File: src/rtl/ili9341_spi_slave.sv
// ili9341_spi_slave
//   SPI mode-0 responder for the ILI9341 4-wire link. The SPI pins are
//   asynchronous to clk. They are oversampled through SYNC_STAGES flops.
//   Received bytes are tagged with the DC level. Read-back bytes are shifted
//   out on miso, MSB first.
// Ports
//   clk, rst (async, active-low)
//   sclk, mosi, cs (active-low), dc      SPI pins from the master
//   tx_byte / tx_ack                     byte to return; ack = captured
//   miso                                 serial data out (MISO_IDLE when idle)
//   rx_byte, rx_dc, rx_first, rx_valid   received byte and its tags
//   frame_err                            cs rose while a byte was incomplete
//   byte_cnt                             bytes this transaction, saturating
//   busy                                 transaction in progress
module ili9341_spi_slave #(
  parameter int unsigned SYNC_STAGES = 2,
  parameter int unsigned CNT_W       = 16,
  parameter logic        MISO_IDLE   = 1'b1
) (
  input  logic             clk,
  input  logic             rst,
  input  logic             sclk,
  input  logic             mosi,
  input  logic             cs,
  input  logic             dc,
  input  logic [7:0]       tx_byte,
  output logic             miso,
  output logic             tx_ack,
  output logic [7:0]       rx_byte,
  output logic             rx_dc,
  output logic             rx_first,
  output logic             rx_valid,
  output logic             frame_err,
  output logic [CNT_W-1:0] byte_cnt,
  output logic             busy
);

  typedef enum logic {IDLE, SHIFT} state_t;
  state_t state_q, state_d;

  logic [SYNC_STAGES-1:0] sclk_sync, mosi_sync, dc_sync, cs_sync;
  logic sclk_s, mosi_s, dc_s, cs_s;
  logic sclk_d, cs_d;
  logic sclk_rise, sclk_fall, cs_rise, cs_fall;

  logic       start, stop, do_rise, do_fall;
  logic [7:0] rx_sr;
  // Only the bits still to be sent are kept. Bit 7 goes straight to miso at load.
  logic [6:0] tx_sr;
  logic [2:0] bit_cnt;
  logic       first_flag, reload, byte_done;

  always_ff @(posedge clk or negedge rst) begin
    if (!rst) begin
      sclk_sync <= '0;
      mosi_sync <= '0;
      dc_sync   <= '0;
      cs_sync   <= '1;
      sclk_d    <= 1'b0;
      cs_d      <= 1'b1;
    end else begin
      sclk_sync <= {sclk_sync[SYNC_STAGES-2:0], sclk};
      mosi_sync <= {mosi_sync[SYNC_STAGES-2:0], mosi};
      dc_sync   <= {dc_sync[SYNC_STAGES-2:0], dc};
      cs_sync   <= {cs_sync[SYNC_STAGES-2:0], cs};
      sclk_d    <= sclk_s;
      cs_d      <= cs_s;
    end
  end

  assign sclk_s    = sclk_sync[SYNC_STAGES-1];
  assign mosi_s    = mosi_sync[SYNC_STAGES-1];
  assign dc_s      = dc_sync[SYNC_STAGES-1];
  assign cs_s      = cs_sync[SYNC_STAGES-1];
  assign sclk_rise = sclk_s & ~sclk_d;
  assign sclk_fall = ~sclk_s & sclk_d;
  assign cs_rise   = cs_s & ~cs_d;
  assign cs_fall   = ~cs_s & cs_d;

  always_ff @(posedge clk or negedge rst) begin
    if (!rst) state_q <= IDLE;
    else      state_q <= state_d;
  end

  // A cs edge masks any sclk edge in the same cycle.
  always_comb begin
    state_d = state_q;
    start   = 1'b0;
    stop    = 1'b0;
    do_rise = 1'b0;
    do_fall = 1'b0;
    case (state_q)
      IDLE: begin
        if (cs_fall) begin
          state_d = SHIFT;
          start   = 1'b1;
        end
      end
      SHIFT: begin
        if (cs_rise) begin
          state_d = IDLE;
          stop    = 1'b1;
        end else begin
          do_rise = sclk_rise;
          do_fall = sclk_fall;
        end
      end
      default: state_d = IDLE;
    endcase
  end

  assign busy = (state_q == SHIFT);

  always_ff @(posedge clk or negedge rst) begin
    if (!rst) begin
      miso       <= MISO_IDLE;
      tx_ack     <= 1'b0;
      rx_byte    <= '0;
      rx_dc      <= 1'b0;
      rx_first   <= 1'b0;
      rx_valid   <= 1'b0;
      frame_err  <= 1'b0;
      byte_cnt   <= '0;
      rx_sr      <= '0;
      tx_sr      <= '0;
      bit_cnt    <= '0;
      first_flag <= 1'b0;
      reload     <= 1'b0;
      byte_done  <= 1'b0;
    end else begin
      tx_ack    <= 1'b0;
      rx_valid  <= 1'b0;
      frame_err <= 1'b0;
      byte_done <= 1'b0;

      if (do_rise) begin
        rx_sr     <= {rx_sr[6:0], mosi_s};
        bit_cnt   <= bit_cnt + 3'd1;
        byte_done <= (bit_cnt == 3'd7);
      end

      if (do_fall) begin
        if (reload) begin
          tx_sr  <= tx_byte[6:0];
          miso   <= tx_byte[7];
          tx_ack <= 1'b1;
          reload <= 1'b0;
        end else begin
          tx_sr <= {tx_sr[5:0], 1'b0};
          miso  <= tx_sr[6];
        end
      end

      // A completed byte is published even if cs rises in this same cycle.
      // The stop branch below then cancels the reload.
      if (byte_done) begin
        rx_byte    <= rx_sr;
        rx_dc      <= dc_s;
        rx_first   <= first_flag;
        rx_valid   <= 1'b1;
        first_flag <= 1'b0;
        reload     <= 1'b1;
        if (byte_cnt != '1) byte_cnt <= byte_cnt + {{(CNT_W-1){1'b0}}, 1'b1};
      end

      if (stop) begin
        frame_err <= (bit_cnt != 3'd0);
        miso      <= MISO_IDLE;
        reload    <= 1'b0;
        bit_cnt   <= '0;
      end

      if (start) begin
        bit_cnt    <= '0;
        byte_cnt   <= '0;
        first_flag <= 1'b1;
        tx_sr      <= tx_byte[6:0];
        miso       <= tx_byte[7];
        tx_ack     <= 1'b1;
        reload     <= 1'b0;
      end
    end
  end

endmodule

File: config.mk
export PLATFORM = sky130hd
export DESIGN_NAME = ili9341_spi_slave
export DESIGN_NICKNAME = d
export VERILOG_FILES = /design/src/rtl/ili9341_spi_slave.sv
export SDC_FILE = /design/constraint.sdc
export NUM_CORES = 1
export LEC_CHECK = 0
export ABC_AREA = 1
export ABC_CLOCK_PERIOD_IN_PS = 2680
export BUFFER_PORTS_ARGS = -buffer_cell sky130_fd_sc_hd__buf_2
export CAP_MARGIN = 20
export CORE_MARGIN = 2
export CORE_UTILIZATION = 42
export DETAILED_ROUTE_END_ITERATION = 10
export GPL_ROUTABILITY_DRIVEN = 0
export PLACE_DENSITY_LB_ADDON = 0.15
export SKIP_LAST_GASP = 1
export SLEW_MARGIN = 5
export SYNTH_ARGS = -nofsm -noshare
export SYNTH_HDL_FRONTEND = slang
export SYNTH_SLANG_ARGS = --single-unit
File: constraint.sdc
create_clock -name clk -period 2.68 [get_ports clk]
set_input_delay 0.268 -clock clk [delete_from_list [all_inputs] [get_ports clk]]
set_output_delay 0.268 -clock clk [all_outputs]
set_load 0.1 [all_outputs]
==> reports/summary.txt <==
CTS tree: done
status: complete, but fails checks
syn nets: 351
most common cell after layout, fill and taps aside: nand2_1
top sig layer: met4
I/O pin count: 45
Pwr Density: 800.0 mW/mm^2
Max FO, Critical Path: 22
most frequent cells in the layout: 128 x nand2_1, 58 x dfrtp_1, 44 x buf_2
Starting Density: 43.78%
sequential area share after synthesis: 55.36%
slew margin rel.: 60.00%
area leader, netlist: dfrtp_1
gr ovfl total: 0
Leak Pwr: 1.672 nW
R2R cell count: 7
clock sink count: 62
ANT nets after route: 0
synthesized cell area: 0.002811 mm^2
M1 wire length: 2.840 mm
final wirelength: 5.760 mm
Tcrit/Tclk final: 69.03%
die area: 0.007364 mm^2
Yosys cell types: 26
Initial DRC Count: 93
critical path class: reg -> reg
setup violators final: 0
final number of hold-violating endpoints: 0
met3 WL post-DR: 212 um
crit start category: register
mean area per synthesized cell: 8.443 um^2
failing checks: DRC
Clk Tree Root Cell: clkbuf_8
global-route wire length before repair: 9.970 mm
CTS clk-pin slew, worst paths: 70 ps
largest cells by area after synthesis: dfrtp_1 52%, nand2_1 17%, o21ai_0 5.2%
RSZ-0062 raised after global routing: false
hold crit path type: in -> reg
R2R setup slack: 830 ps
vias per inst: 4.836
Synth Register Bits: 62
Final #Nets: 399
Worst-Margin Slew: 598.7 ps
crit path DAT: 2060 ps
clock period minus worst slack: 1850 ps
met2 wire length: 2.612 mm
Residual DRC: 5
reg2reg end: tx_sr[6]
share of cells above drive strength 1: 21.24%
DP Cell Count: 446
die height: 85.82 um
worst vdd ir: 343.6 uV
largest stage delay on the critical path: 520 ps
hold depth: 1
Resize count post-CTS: 0
share of the synthesized area in the top cell type: 51.62%
WHS Endpoint: cs_sync[0]
CTS Buf Count: 9
Worst Hold Launch: cs
cells after synthesis: 333
PortBufs: 44
Max-Cap Viols: 0
diode count: 0
Clock Latency Late Sink: 330 ps
Pre-Repair DR Iteration Count: 9
Crit-path slowest cell: dfstp_2
vias in the first global route: 2167
f_max: 0.5405 GHz
clk buf depth: 2
H-tree depth: 3
largest net degree at the start of global routing: 26
total global routing track utilization: 17.29%
Worst Setup End Kind: register
final setup TNS: 0 ps
post-route insts no fill: 463
WP data required: 2890 ps
cells along the critical path: inv_1 -> nor3_4 -> inv_2 -> nand2_1 -> o21ai_0 -> nand2_1 -> o21ai_0
Final Max Tran Viols: 0
YS warnings: 0
RR Startpoint: cs_d
wire per inst: 12.44 um
initial antenna violation count: 0
DPL Wire Length: 3.983 mm
FP Rows: 29
Die X: 85.82 um
P&R area growth vs syn: 17.00%
Core Footprint: 0.006422 mm^2
Worst Clk Skew: 5.987 ps
routed vias: 2239
cell type report:
class	instances	area [um^2]
clock inverter	5	57.56
inverter	28	105.1
timing repair buffer	47	245.2
multi-input combinational	233	1077
fill	630	3133
clock buffer	11	151.4
tap	77	96.34
sequential	62	1556
per-layer routing:
layer	vias to the layer above	track usage [%]
li1	1150	-
met1	1042	23.49
met2	38	26.70
met3	9	4.042
met4	0	7.359
met5	-	0
metrics by stage:
stage          util [%]  power, W  setup WS, ps  area [um^2]  hold slack (ps)
2_1_floorplan         -  0.001682         467.0         2811           -27.59
3_3_place_gp      47.81  0.001802         825.4         3070            252.3
3_5_place_dp      47.81  0.001810         812.0         3070            248.2
4_1_cts           51.22  0.002662         808.5         3289            11.69
5_1_grt           51.22  0.002788         588.4         3289            2.090
6_report          51.22  0.002632         830.0         3289            25.46
worst max-delay path: cells and delay by family (launching register included):
kind	cells	cell delay, ps
AND/OR/NAND/NOR	3	660
buffers and inverters	2	330
flip-flops	1	520
AO/OA/AOI/OAI	2	210
cell families after synthesis:
| group | after synthesis | synth area share [%] |
|---|---|---|
| AO/OA/AOI/OAI | 51 | 10.01 |
| buffers and inverters | 38 | 6.320 |
| flip-flops | 62 | 55.36 |
| adder cells (fa/ha/maj) | 4 | 1.780 |
| AND/OR/NAND/NOR | 178 | 26.52 |
flip-flops by register name, summed over array words and instances (netlist names), 2 cells and up:
signal     count
bit_cnt        3
byte_cnt      16
cs_sync        2
dc_sync        2
mosi_sync      2
rx_byte        8
rx_sr          8
sclk_sync      2
tx_sr          7
repair_timing:
action	CTS	global route
hold buffers	1	0
hold endpoints to repair	18	0
setup buffers	0	0
worst max-delay path by stage:
stage | endpoint | slack, ps | from | cells after the start
6_report | tx_sr[6] | 830 | cs_d | 7
5_1_grt | tx_sr[6] | 590 | cs_d | 7
4_1_cts | tx_sr[6] | 810 | cs_d | 7
3_5_place_dp | tx_sr[2] | 810 | cs_d | 7
3_3_place_gp | tx_sr[5] | 830 | cs_d | 7
2_1_floorplan | byte_cnt[8] | 470 | byte_cnt[1] | 10
Yosys cell counts (all sizes together):
library cell	number
o22ai	2
inv	28
dfstp	4
nor3	3
nand4	3
a21oi	9
o21ai	38
nand3	14
o21bai	2
ha	4
or2	1
buf	7
clkbuf	3
nand2	133
dfrtp	58
nor2	24
where the power goes:
part / switching, W / leakage, nW / internal (W) / total (W)
sequential: 0.0000944 / 0.813 / 0.00107 / 0.00116
combinational: 0.000487 / 0.761 / 0.000139 / 0.000627
clock: 0.000362 / 0.0976 / 0.000478 / 0.000840
total: 0.000944 / 1.67 / 0.00169 / 0.00263
Power figures use the tool's default switching activity.
